`config.mk`:
```
export PLATFORM = sky130hd
export DESIGN_NAME = imem_port_arbiter_flat
export DESIGN_NICKNAME = d
export VERILOG_FILES = /design/src/rtl/imem_port_arbiter_if.sv /design/src/rtl/imem_port_arbiter.sv /design/src/flat_wrapper.sv
export SDC_FILE = /design/constraint.sdc
export NUM_CORES = 1
export LEC_CHECK = 0
export BUFFER_PORTS_ARGS = -buffer_cell sky130_fd_sc_hd__buf_4
export CAP_MARGIN = 40
export CORE_MARGIN = 2
export CORE_UTILIZATION = 45
export DETAILED_ROUTE_END_ITERATION = 8
export GPL_TIMING_DRIVEN = 0
export PLACE_DENSITY = 0.8
export SLEW_MARGIN = 20
export SYNTH_ARGS = -nofsm -noshare
export SYNTH_HDL_FRONTEND = slang
export SYNTH_SLANG_ARGS = --single-unit
```
`constraint.sdc`:
```
create_clock -name clk -period 4 [get_ports clk]
set_clock_uncertainty 0.2 [all_clocks]
set_input_delay 0.6 -clock clk [delete_from_list [all_inputs] [get_ports clk]]
set_output_delay 0.6 -clock clk [all_outputs]
set_load 0.02 [all_outputs]
```
`src/rtl/imem_port_arbiter_if.sv`:
```
// Bundle of signals between the two instruction-memory requesters, the
// shared memory read port and the arbiter. The arbiter uses the slave view;
// the requesters and memory together form the master view.
interface imem_port_arbiter_if #(
  parameter int AW = 32,
  parameter int DW = 32
);
  logic          req0;
  logic [AW-1:0] addr0;
  logic          gnt0;
  logic          rvalid0;
  logic [DW-1:0] rdata0;

  logic          req1;
  logic [AW-1:0] addr1;
  logic          gnt1;
  logic          rvalid1;
  logic [DW-1:0] rdata1;

  logic [AW-1:0] mem_addr;
  logic [DW-1:0] mem_rd;

  modport master (
    output req0, addr0, req1, addr1, mem_rd,
    input  gnt0, rvalid0, rdata0, gnt1, rvalid1, rdata1, mem_addr
  );

  modport slave (
    input  req0, addr0, req1, addr1, mem_rd,
    output gnt0, rvalid0, rdata0, gnt1, rvalid1, rdata1, mem_addr
  );
endinterface

```
`src/rtl/imem_port_arbiter.sv`:
```
// Round-robin arbiter sharing the instruction memory read port between the
// fetch stage (requester 0) and the debug/trace reader (requester 1).
// Grant is combinational; the winner's word-aligned address is registered
// onto mem_addr, and the returned word is registered back to the winner one
// cycle later, giving a fixed two-cycle grant-to-rvalid latency.
//
// state     | meaning
// PRIO_REQ0 | requester 0 wins when both request
// PRIO_REQ1 | requester 1 wins when both request
module imem_port_arbiter #(
  parameter int AW = 32,
  parameter int DW = 32
) (
  input  logic               clk,
  input  logic               reset,
  imem_port_arbiter_if.slave bus
);

  typedef enum logic {
    PRIO_REQ0 = 1'b0,
    PRIO_REQ1 = 1'b1
  } prio_t;

  localparam logic [AW-1:0] ALIGN_MASK = ~AW'(3);

  prio_t         prio;
  prio_t         prio_next;
  logic          gnt0;
  logic          gnt1;
  logic [AW-1:0] grant_addr;

  logic          s1_valid;
  logic          s1_id;
  logic [AW-1:0] mem_addr;

  logic          rvalid0;
  logic          rvalid1;
  logic [DW-1:0] rdata0;
  logic [DW-1:0] rdata1;

  // Favoured-requester register; the loser of a contended cycle is favoured next.
  always_ff @(posedge clk) begin
    if (reset) prio <= PRIO_REQ0;
    else       prio <= prio_next;
  end

  // Grant decision, winning address select and next favoured requester.
  always_comb begin
    gnt0       = 1'b0;
    gnt1       = 1'b0;
    prio_next  = prio;
    grant_addr = bus.addr0;
    if (!reset) begin
      if (bus.req0 && (!bus.req1 || prio == PRIO_REQ0)) gnt0 = 1'b1;
      else if (bus.req1)                                 gnt1 = 1'b1;
    end
    if (gnt0) begin
      prio_next = PRIO_REQ1;
    end else if (gnt1) begin
      prio_next  = PRIO_REQ0;
      grant_addr = bus.addr1;
    end
  end

  // Stage 1: issue the granted address to memory; address holds when idle.
  always_ff @(posedge clk) begin
    if (reset) begin
      s1_valid <= 1'b0;
      s1_id    <= 1'b0;
      mem_addr <= '0;
    end else begin
      s1_valid <= gnt0 | gnt1;
      if (gnt0 | gnt1) begin
        s1_id    <= gnt1;
        mem_addr <= grant_addr & ALIGN_MASK;
      end
    end
  end

  // Stage 2: capture memory data for the stage-1 owner and strobe its rvalid.
  always_ff @(posedge clk) begin
    if (reset) begin
      rvalid0 <= 1'b0;
      rvalid1 <= 1'b0;
      rdata0  <= '0;
      rdata1  <= '0;
    end else begin
      rvalid0 <= s1_valid & ~s1_id;
      rvalid1 <= s1_valid &  s1_id;
      if (s1_valid && !s1_id) rdata0 <= bus.mem_rd;
      if (s1_valid &&  s1_id) rdata1 <= bus.mem_rd;
    end
  end

  assign bus.gnt0     = gnt0;
  assign bus.gnt1     = gnt1;
  assign bus.mem_addr = mem_addr;
  assign bus.rvalid0  = rvalid0;
  assign bus.rvalid1  = rvalid1;
  assign bus.rdata0   = rdata0;
  assign bus.rdata1   = rdata1;

endmodule

```
`src/flat_wrapper.sv`:
```
// flat-port wrapper written by rule: the top's interface ports become plain ports
module imem_port_arbiter_flat 
#(
  parameter int AW = 32,
  parameter int DW = 32
)
  (clk, reset, bus_req0, bus_addr0, bus_req1, bus_addr1, bus_mem_rd, bus_gnt0, bus_rvalid0, bus_rdata0, bus_gnt1, bus_rvalid1, bus_rdata1, bus_mem_addr);
  imem_port_arbiter_if #(.AW(AW), .DW(DW)) bus_i ();
  input  logic clk;
  input  logic reset;
  input wire logic [$bits(bus_i.req0)-1:0] bus_req0;
  input wire logic [$bits(bus_i.addr0)-1:0] bus_addr0;
  input wire logic [$bits(bus_i.req1)-1:0] bus_req1;
  input wire logic [$bits(bus_i.addr1)-1:0] bus_addr1;
  input wire logic [$bits(bus_i.mem_rd)-1:0] bus_mem_rd;
  output wire logic [$bits(bus_i.gnt0)-1:0] bus_gnt0;
  output wire logic [$bits(bus_i.rvalid0)-1:0] bus_rvalid0;
  output wire logic [$bits(bus_i.rdata0)-1:0] bus_rdata0;
  output wire logic [$bits(bus_i.gnt1)-1:0] bus_gnt1;
  output wire logic [$bits(bus_i.rvalid1)-1:0] bus_rvalid1;
  output wire logic [$bits(bus_i.rdata1)-1:0] bus_rdata1;
  output wire logic [$bits(bus_i.mem_addr)-1:0] bus_mem_addr;
  assign bus_i.req0 = bus_req0;
  assign bus_i.addr0 = bus_addr0;
  assign bus_i.req1 = bus_req1;
  assign bus_i.addr1 = bus_addr1;
  assign bus_i.mem_rd = bus_mem_rd;
  assign bus_gnt0 = bus_i.gnt0;
  assign bus_rvalid0 = bus_i.rvalid0;
  assign bus_rdata0 = bus_i.rdata0;
  assign bus_gnt1 = bus_i.gnt1;
  assign bus_rvalid1 = bus_i.rvalid1;
  assign bus_rdata1 = bus_i.rdata1;
  assign bus_mem_addr = bus_i.mem_addr;
  imem_port_arbiter #(.AW(AW), .DW(DW)) u_core (.clk(clk), .reset(reset), .bus(bus_i));
endmodule
```
==> results of run 1 <==
[metrics by stage]
stage / cell area [um2] / hold slack [ns] / utilization, % / cells / total power [W]
3_5_place_dp: 5320 / 0.247 / 65.4 / 736 / 0.00149
6_report: 5510 / 0.262 / 67.8 / 751 / 0.00209
5_1_grt: 5510 / 0.257 / 67.8 / 751 / 0.00219
3_3_place_gp: 5320 / 0.243 / 65.4 / 736 / 0.00148
2_1_floorplan: 3750 / 0.320 / - / 439 / 0.00129
4_1_cts: 5510 / 0.256 / 67.8 / 751 / 0.00211
[kinds of logic after synthesis]
group | Yosys count | share of synthesized area, %
AND/OR/NAND/NOR | 160 | 16.4
AO/OA/AOI/OAI | 107 | 18.3
flip-flops | 99 | 52.9
buffers and inverters | 50 | 6.71
multiplexers | 21 | 5.61
other | 1 | 0.100
[Yosys cell counts, types with 2 or more instances]
cell type,instances,share of area (%)
clkbuf_1,10,1.0
inv_1,10,1.0
a221o_1,9,2.4
buf_1,6,0.60
o211a_1,2,0.53
a2111oi_0,9,2.1
a211oi_1,22,4.4
a21oi_1,64,8.6
nor2_1,27,2.7
dfxtp_1,99,53
nand2_1,129,13
buf_6,4,1.2
buf_4,4,0.80
mux2i_1,21,5.6
buf_2,15,2.0
[power groups by stage]
stage,Clock (W),Sequential (W),Combinational [W]
2_1_floorplan,0,0.00116,0.000135
3_3_place_gp,0,0.00109,0.000392
3_5_place_dp,0,0.00109,0.000400
4_1_cts,0.000639,0.00107,0.000401
5_1_grt,0.000683,0.00108,0.000431
6_report,0.000622,0.00107,0.000398
[final cells by class]
class,instances,area share [%]
tap,105,2.38
clock inverter,6,1.23
timing repair buffer,192,26.1
inverter,11,0.749
clock buffer,9,2.25
buffer,39,3.81
sequential,99,35.9
multi-input combinational,290,27.5
[flip-flops by register name, summed over array words and instances, names as in the netlist]
register,flops
u_core.bus.mem_addr,30
u_core.bus.rdata0,32
u_core.bus.rdata1,32
u_core.bus.rvalid0,1
u_core.bus.rvalid1,1
u_core.prio,1
u_core.s1_id,1
u_core.s1_valid,1
[final timing paths]
path                                   endpoint  slack (ns)  depth (start not counted)
max                                    bus_gnt0        1.29                          6
min          u_core.bus.rdata0[28]$_SDFFE_PP0P_        0.26                          2
max reg2reg  u_core.bus.rdata0[30]$_SDFFE_PP0P_        2.43                          5
min reg2reg  u_core.bus.rdata0[28]$_SDFFE_PP0P_        0.26                          2
[worst max-delay path: stages]
cell and delay, ns:
buf_4 0.08, buf_2 0.19, buf_2 0.27, buf_1 0.46, nor2_1 0.12, buf_4 0.19
[per-layer routing]
layer / part of all wire [%] / routed length, um
met2: 49 / 5380
met4: 1.6 / 182
met1: 40 / 4440
met3: 9.4 / 1040
met5: 0 / 0
==> summary.md, run 1 <==
| Metric | Value |
|---|---|
| Status | finished, final reports clean |
| Number of inserted diodes | 0 |
| Largest net degree at the start of global routing | 17 |
| Fin. Hold Viols | 0 |
| First-pass GRT wire length | ~17,000 um |
| Net Sw Frac | approximately 28% |
| Register area share after synthesis | a little over half |
| TritonCTS clock tree | yes |
| GRT Total Usage | 23.4% |
| Synth-to-layout area growth | 47.2% |
| Net total in the final layout | 742 |
| Sequential cell area | a little under 0.002 mm2 |
| DR iter-0 viols | about 110 |
| Internal cell power | ~0.0015 W |
| CTS clk-pin slew, worst paths | about 0.1 ns |
| Achievable Freq | around 370 MHz |
| Met1 usage | approximately 28% |
| Clk pwr share | just under 30% |
| Most common cell after layout, fill and taps aside | buf_4 |
| Vias/cell | a little over 5 |
| Vias | ~3.8k |
| R2R Path Start | u_core.s1_id$_SDFFE_PP0P_ |
| Cell area power density | around 380 mW/mm2 |
| Core ar. | about 0.0081 mm2 |
| Cells after synthesis | around 440 |
| PostCTS Resize Cnt | 0 |
| Routed WL per cell | between 10 and 15 um |
| Worst slew pin tran | 0.590 ns |
| Post-DP HPWL | ~8400 um |
| Synthesized area per cell | roughly 8.6 um2 |
| Starting density of the core | a little under half |
| CTS root buf | clkbuf_8 |
| Async SR Flop Fraction | 0% |
| Commonest non-fill, non-tap cells in the layout | buf_4, nand2_1, dfxtp_1 |
| GRT busiest layer | met2 |
| Setup WS pre-CTS | 1.30 ns |
| Met2 usage | about 40% |
| Post-Syn Area | ~0.0037 mm2 |
| Hold path start | u_core.bus.rdata0[28]$_SDFFE_PP0P_ |
| Syn. warnings | 0 |
| EDFF count, synth | 0 |
| GRT Residual Overflow | 0 |
| Yosys cell types | 22 |
| Num CTS Buffers | 9 |
| Static Leakage | approximately 2.5 nW |
| Post-CTS Setup Repair Bufs | 0 |
| CP max FO | 10 |
| Clock tree buffer depth | 2 |
| Final worst path period share | around 68% |
| Die W | roughly 95 um |
| Post-route setup TNS | 0 ns |
| Share of cells above drive strength 1 | a little over a third |
| Final WL | around 11,000 um |
| Startpoint types | primary input |
| Fill count | between 700 and 800 |
| I/O Pins | 200 |
| Tmin final | about 2.7 ns |
| Post-DRT Antenna Nets | 0 |
| Register bit count reported by yosys | 99 |
| Multi-input logic area | about 0.0015 mm2 |
| Switching power | between 0.0005 and 0.0006 W |
| Vias in the first global route | 3,550 |
| Met3 Use GR | 7.75% |
| Max_cap viols | 0 |
| Main flop type after synthesis | dfxtp_1 |
| CTS Hold Buffers Added | 0 |
| Critical Path Source | reset |
| Clock sink count | just under 100 |
| Worst endpoint required time | 3.20 ns |
| Clock H-tree levels | 3 |
| Clk Latency, worst-skew pair | 0.35 ns |
| Rows | 33 |
| Antenna violations before repair | 0 |
| 1st-pass router iterations | 4 |
| CP endpoint kind | primary output |
| Max-slew violation count | 0 |
| Worst Hold Class | flop to flop |
| Port Buffers | 192 |
| GP Congestion | ~0.80 |
| Final setup margin | around 1.3 ns |
| Die H | 95.2 um |
| Arr. time, crit path | roughly 1.9 ns |
| DR DRC count | 0 |
| Normalized max-slew margin | 60.5% |
| Final setup viols | 0 |
| Max IR drop VDD | around 0.17 mV |
| RSZ-0062 raised after global routing | false |
| Combinational power share | 19.0% |
| Die area | just over 0.009 mm2 |
| CP Class | primary input to primary output |
| Seq pwr share | about half |
(Power assumes the default switching activity.)
==> inputs of run 2 (changes only) <==
ABC_AREA = 1   (was unset)
CORE_UTILIZATION = 41   (was 45)
PLACE_DENSITY = 0.76   (was 0.8)
clock period = 2.2 ns   (was 4 ns; I/O delays follow)
==> summary.md, run 2 <==
| Metric | Value |
|---|---|
| Final WL | 12,000 um (+9.0%) |
| Register area share after synthesis | 49.5% (-3.4 points) |
| CTS root buf | clkbuf_8 |
| Clock sink count | 99 (unchanged) |
| Switching power | 0.00121 W (+110%) |
| Die W | 103 um (+8.0%) |
| Vias/cell | 4.69 (-6.9%) |
| Max IR drop VDD | 0.400 mV (+130%) |
| Vias in the first global route | 3,972 (+12%) |
| Fin. Hold Viols | 0 (unchanged) |
| First-pass GRT wire length | 18,800 um (+13%) |
| Starting density of the core | 41.6% (-4.5 points) |
| Largest regs | u_core.bus.rdata0: 32 flops, u_core.bus.rdata1: 32 flops, u_core.bus.mem_addr: 30 flops |
| Post-route setup TNS | 0 ns (unchanged) |
| CP Class | flop to primary output |
| CTS clk-pin slew, worst paths | 0.09 ns (about the same) |
| Met2 usage | 36.3% (-4.3 points) |
| Adder-cell share of the synthesized area | 0% (unchanged) |
| Combinational power share | 22.5% (+3.5 points) |
| Net total in the final layout | 885 (+19%) |
| Port Buffers | 192 (unchanged) |
| Worst path cell trace | nand2_2 -> nand2_1 -> nand2_1 -> inv_1 -> buf_4 |
| Cell area power density | 680 mW/mm2 (+79%) |
| Clock H-tree levels | 3 (unchanged) |
| WP depth | 5 (-1) |
| Final setup viols | 0 (unchanged) |
| Final worst path period share | between 90% and 100% |
| Post-Synth XOR/XNOR Area | 0% (unchanged) |
| Reg2Reg Setup Slack | 0.62 ns (-1.81 ns) |
| DR DRC count | 0 (unchanged) |
| Worst endpoint required time | 1.67 ns (-1.53 ns) |
| Met3 Use GR | 3.86% (-3.9 points) |
| Syn. warnings | 0 (unchanged) |
| Largest area contributor in the netlist | dfxtp_1 |
| Synth Area in Simple Gates | 33.0% (+17 points) |
| CP top delay family | simple AND/OR/NAND/NOR gates |
| Commonest non-fill, non-tap cells in the layout | nor2_1, buf_4, dfxtp_1 |
| Main flop type after synthesis | dfxtp_1 |
| Compound-gate portion of the synthesized area | 8.43% (-9.8 points) |
| Net Sw Frac | 29.4% (+1.8 points) |
| Post-synthesis mux area share | 0% (-5.6 points) |
| CP most frequent cell | nand2_1 |
| GP Congestion | 0.836 (+4.6%) |
| DR iter-0 viols | 134 (+25%) |
| Min Hold Slack | 0.0110 ns (-0.251 ns) |
| Startpoint types | flop |
| Clock tree buffer depth | 2 (unchanged) |
| I/O Pins | 200 (unchanged) |
| Vias | 4,327 (+14%) |
| Met1 usage | 29.2% (+1.7 points) |
| Top cells by area, synth | dfxtp_1, nor2_1, o21ai_0, nand3_1, nand2_1 |
| Die area | 0.0106 mm2 (+17%) |
| Arr. time, crit path | 1.51 ns (-0.40 ns) |
| Post-DRT Antenna Nets | 0 (unchanged) |
| R2R Path Start | u_core.s1_valid$_SDFF_PP0_ |
| GRT Total Usage | 22.5% (-0.96 points) |
| Max incr delay on CP | 0.36 ns (-0.10 ns) |
| Status | finished, final reports clean |
| Achievable Freq | ~490 MHz |
| 1st-pass router iterations | 4 (unchanged) |
| Yosys cell types | 19 (-14%) |
| GRT busiest layer | met2 |
| Critical Path Source | u_core.prio$_SDFFE_PP0P_ |
| Reg2reg end | u_core.bus.rdata0[17]$_SDFFE_PP0P_ |
| Antenna violations before repair | 0 (unchanged) |
| Share of cells above drive strength 1 | 30.4% (-5.7 points) |
| Max-slew violation count | 0 (unchanged) |
| Hold path start | bus_mem_rd[18] |
| Worst R2R Path Depth | 5 (unchanged) |
| Count leader, synth | nor2_1 |
| Clk pwr share | 29.4% (-0.3 points) |
| Largest family of logic cells by synthesized area | simple AND/OR/NAND/NOR gates |
| Clk Latency, worst-skew pair | 0.36 ns (about the same) |
| Register bit count reported by yosys | 99 (unchanged) |
| Most common cell after layout, fill and taps aside | nor2_1 |
| Routed WL per cell | 13.0 um (-11%) |
| Post-Syn Area | 0.00401 mm2 (+6.9%) |
| Slowest cell on crit path | dfxtp_1 |
| Max_cap viols | 0 (unchanged) |
| Largest net degree at the start of global routing | 17 (unchanged) |
| Core ar. | 0.00964 mm2 (+19%) |
| Post-synth top area share | 49.5% (-3.4 points) |
| Worst Hold Class | primary input to flop |
| EDFF count, synth | 0 (unchanged) |
| Num CTS Buffers | 9 (unchanged) |
| Hold path cells | 3 (+1) |
| Rows | 36 (+9.1%) |
| Hold Path Sink | u_core.bus.rdata0[18]$_SDFFE_PP0P_ |
| Seq pwr share | 48.2% (-3.1 points) |
| Crit path buf inv count | 2 (-3) |
| Post-DP HPWL | 8900 um (+5.4%) |
| Internal cell power | 0.00291 W (+92%) |
| RSZ-0062 raised after global routing | false |
| Cells after synthesis | 557 (+27%) |
| TritonCTS clock tree | yes |
| GRT Residual Overflow | 0 (unchanged) |
| Post-CTS Setup Repair Bufs | 0 (unchanged) |
| CP max FO | 9 (-1) |
| Async SR Flop Fraction | 0% (unchanged) |
| Die H | 103 um (+8.0%) |
| Static Leakage | 2.98 nW (+17%) |
| CP endpoint kind | primary output |
| Number of inserted diodes | 0 (unchanged) |
| Most frequent cells after synthesis | nor2_1, dfxtp_1, o21ai_0 |
| Tmin final | about 2.0 ns |
| Synthesized area per cell | 7.19 um2 (-16%) |
| Synth-to-layout area growth | 51.2% |
-- run 2: worst max path at each step --
stage                     to  slack (ns)
floorplan           bus_gnt1        0.72
global placement    bus_gnt1        0.40
detailed placement  bus_gnt1        0.40
CTS                 bus_gnt1        0.13
global route        bus_gnt1        0.05
finish              bus_gnt1        0.16
-- run 2: layer usage --
layer  wire, um  vias to the layer above  part of all wire [%]
met5          0                        -                     0
met4        428                        0                   3.6
met3        754                       30                   6.3
met2       5790                      153                    48
met1       5060                     1922                    42
li1           -                     2222                     -
-- run 2: worst register-to-register path, delay by kind of cell (launching register included) --
| kind | cells | cell delay, ns |
|---|---|---|
| compound gates | 1 | 0.16 |
| buf+inv | 2 | 0.43 |
| flops | 1 | 0.33 |
| simple gates | 2 | 0.41 |
-- run 2: power by group through the flow --
stage | Sequential [W] | Clock [W] | Combinational, W
after global routing | 0.00200 | 0.00131 | 0.00101
after detailed placement | 0.00203 | 0 | 0.000890
after global placement | 0.00202 | 0 | 0.000874
after floorplan | 0.00217 | 0 | 0.000320
after CTS | 0.00199 | 0.00123 | 0.000927
final | 0.00199 | 0.00121 | 0.000925
-- run 2: cell families (layout without fill, tap and decap cells) --
kind of cell,after synthesis,after routing
AND/OR/NAND/NOR,312,312
AO/OA/AOI/OAI,67,67
flip-flops,99,99
buffers and inverters,78,310
other,1,2
-- run 2: cell type report --
type	instances	area (um2)
buffer	40	216
timing repair buffer	216	1680
inverter	38	143
sequential	99	1980
clock inverter	4	56.3
fill	883	3580
multi-input combinational	381	1670
clock buffer	12	145
tap	133	166
-- run 2: repair_timing --
| item | in CTS | in global routing |
|---|---|---|
| gates resized for setup | 0 | 0 |
| hold endpoints to repair | 28 | 0 |
| setup endpoints to repair | 0 | 0 |
| hold buffers | 24 | 0 |
-- run 2: stage by stage --
stage | util, % | std cells | worst slack [ns] | instance area (um2) | total power [W]
after floorplan | - | 558 | 0.722 | 4010 | 0.00249
after global placement | 58.3 | 883 | 0.403 | 5620 | 0.00289
after detailed placement | 58.3 | 883 | 0.402 | 5620 | 0.00292
after CTS | 62.9 | 923 | 0.134 | 6060 | 0.00414
after global routing | 62.9 | 923 | 0.0514 | 6060 | 0.00432
final | 62.9 | 923 | 0.163 | 6060 | 0.00412
==> inputs of run 3 (changes only) <==
CAP_MARGIN = unset   (was 40)
CORE_UTILIZATION = 49   (was 41)
PLACE_DENSITY = 0.85   (was 0.76)
clock period = 2.6 ns   (was 2.2 ns; I/O delays follow)
==> summary.md, run 3 (synthesized netlist as in run 2, its figures left out) <==
| Metric | Value |
|---|---|
| Rows | 32 (-11%) |
| Post-route setup TNS | 0 ns (unchanged) |
| Worst R2R Path Depth | 5 (unchanged) |
| Clock tree buffer depth | 2 (unchanged) |
| Final setup margin | 0.486 ns (+0.323 ns) |
| GP Congestion | 0.875 (+4.7%) |
| Largest regs | u_core.bus.rdata0: 32 flops, u_core.bus.rdata1: 32 flops, u_core.bus.mem_addr: 30 flops |
| Core ar. | 0.00781 mm2 (-19%) |
| Largest net degree at the start of global routing | 19 (+2) |
| CP max FO | 9 (unchanged) |
| Num CTS Buffers | 9 (unchanged) |
| CTS Hold Buffers Added | 0 (-100%) |
| Arr. time, crit path | 1.52 ns (about the same) |
| Worst endpoint required time | 2.01 ns (+0.34 ns) |
| Tmin final | between 2 and 2.5 ns |
| Crit path buf inv count | 2 (unchanged) |
| TritonCTS clock tree | yes |
| DR iter-0 viols | 172 (+28%) |
| DR DRC count | 0 (unchanged) |
| Clk Latency, worst-skew pair | 0.34 ns (-0.02 ns) |
| First-pass GRT wire length | 17,500 um (-7.0%) |
| Fin. Hold Viols | 0 (unchanged) |
| Post-DP HPWL | 8820 um (-0.89%) |
| Max-slew violation count | 0 (unchanged) |
| Internal cell power | 0.00232 W (-20%) |
| Achievable Freq | roughly 470 MHz |
| Static Leakage | 2.87 nW (-3.8%) |
| Fin cells | 868 (-6.0%) |
| Clock H-tree levels | 3 (unchanged) |
| Final Cell Area | 0.00576 mm2 (-4.9%) |
| Combinational power share | 22.4% (about the same) |
| Switching power | 0.00104 W (-15%) |
| Net total in the final layout | 861 (-2.7%) |
| Max incr delay on CP | 0.36 ns (about the same) |
| Die W | 94.4 um (-8.2%) |
| Worst Hold Class | primary input to flop |
| Post-DRT Antenna Nets | 0 (unchanged) |
| PostCTS Resize Cnt | 0 (unchanged) |
| Max IR drop VDD | 0.337 mV (-16%) |
| CP endpoint kind | primary output |
| Hold path start | reset |
| Post-CTS Setup Repair Bufs | 0 (unchanged) |
| Setup WS pre-CTS | 0.703 ns (+0.301 ns) |
| Most common cell after layout, fill and taps aside | nor2_1 |
| Starting density of the core | 51.3% (+9.8 points) |
| Clock sink count | 99 (unchanged) |
| CTS root buf | clkbuf_8 |
| Sequential cell area | 0.00198 mm2 (unchanged) |
| CP top delay family | simple AND/OR/NAND/NOR gates |
| Antenna violations before repair | 0 (unchanged) |
| Share of cells above drive strength 1 | 31.5% (+1.1 points) |
| Placed Instances | 852 (-3.5%) |
| Startpoint types | flop |
| Clk pwr share | 27.6% (-1.8 points) |
| GRT Residual Overflow | 0 (unchanged) |
| 1st-pass router iterations | 4 (unchanged) |
| Vias/cell | 4.91 (+4.6%) |
| I/O Pins | 200 (unchanged) |
| Number of inserted diodes | 0 (unchanged) |
| CTS clk-pin slew, worst paths | 0.10 ns (about the same) |
| Final worst path period share | 81.3% |
| Final setup viols | 0 (unchanged) |
| Port Buffers | 192 (unchanged) |
| Max_cap viols | 0 (unchanged) |
| Hold Path Sink | u_core.prio$_SDFFE_PP0P_ |
| Final WL | 11,300 um (-5.7%) |
| Synth-to-layout area growth | 43.8% |
| Final core utilization | 73.8% (+11 points) |
| Worst path cell trace | nand2_2 -> nand2_1 -> nand2_1 -> inv_1 -> buf_4 |
| Multi-input logic area | 0.00167 mm2 (unchanged) |
| Fill count | 626 (-29%) |
| Cell area power density | 583 mW/mm2 (-14%) |
| Net Sw Frac | 30.8% (+1.4 points) |
| Slowest cell on crit path | dfxtp_1 |
| Die area | 0.00892 mm2 (-16%) |
| RSZ-0062 raised after global routing | false |
| Status | finished, final reports clean |
| Commonest non-fill, non-tap cells in the layout | nor2_1, buf_4, dfxtp_1 |
| GRT Total Usage | 24.5% (+2.0 points) |
| Vias | 4,258 (-1.6%) |
| Reg2Reg Setup Slack | 1.00 ns (+0.38 ns) |
| Seq pwr share | 50.0% (+1.8 points) |
| CP Class | flop to primary output |
| Die H | 94.4 um (-8.2%) |
| Reg2reg end | u_core.bus.rdata0[1]$_SDFFE_PP0P_ |
| Hold path cells | 2 (-1) |
| R2R Path Start | u_core.s1_valid$_SDFF_PP0_ |
| Vias in the first global route | 3,785 (-4.7%) |
| Routed WL per cell | 13.1 um (+0.25%) |
| CP most frequent cell | nand2_1 |
| Placed instance area | 0.00558 mm2 (-0.69%) |
==> run 3: worst max-delay path by stage <==
| stage | startpoint | endpoint | slack (ns) | cells after the start |
|---|---|---|---|---|
| 5_1_grt | u_core.prio$_SDFFE_PP0P_ | bus_gnt1 | 0.36 | 5 |
| 4_1_cts | u_core.prio$_SDFFE_PP0P_ | bus_gnt1 | 0.50 | 5 |
| 2_1_floorplan | reset | bus_gnt1 | 1.00 | 4 |
| 3_3_place_gp | bus_req1 | bus_gnt1 | 0.72 | 6 |
| 3_5_place_dp | bus_req1 | bus_gnt1 | 0.70 | 6 |
| 6_report | u_core.prio$_SDFFE_PP0P_ | bus_gnt1 | 0.49 | 5 |
==> run 3: power groups by stage <==
stage	sequential (W)	clock, W	combinational [W]
floorplan	0.00183	0	0.000270
global placement	0.00171	0	0.000737
detailed placement	0.00171	0	0.000753
CTS	0.00168	0.000941	0.000754
global route	0.00169	0.00101	0.000820
finish	0.00168	0.000926	0.000753
==> run 3: metal layers <==
layer | track usage (%) | wire [um]
met1 | 30.7 | 4740
met2 | 42.7 | 5640
met3 | 4.31 | 729
met4 | 8.21 | 242
met5 | 0 | 0
==> run 3: metrics by stage <==
stage               hold WS [ns]  total power (W)
global route              0.0385          0.00352
CTS                       0.0390          0.00337
detailed placement         0.263          0.00247
finish                    0.0472          0.00336
global placement           0.255          0.00245
floorplan                  0.280          0.00210
==> run 3: worst register-to-register path, delay by kind of cell (launching register included) <==
family,cells,cell delay [ns]
buffers and inverters,2,0.45
and+or+nand+nor,2,0.40
AOI/OAI and AO/OA,1,0.16
DFF,1,0.33
==> run 3: layout make-up <==
type                       instances  area share, %
sequential                        99           34.4
multi-input combinational        381           29.0
timing repair buffer             192           25.0
buffer                            40           3.76
inverter                          38           2.48
clock buffer                      10           2.22
tap                              102           2.22
clock inverter                     6          0.934
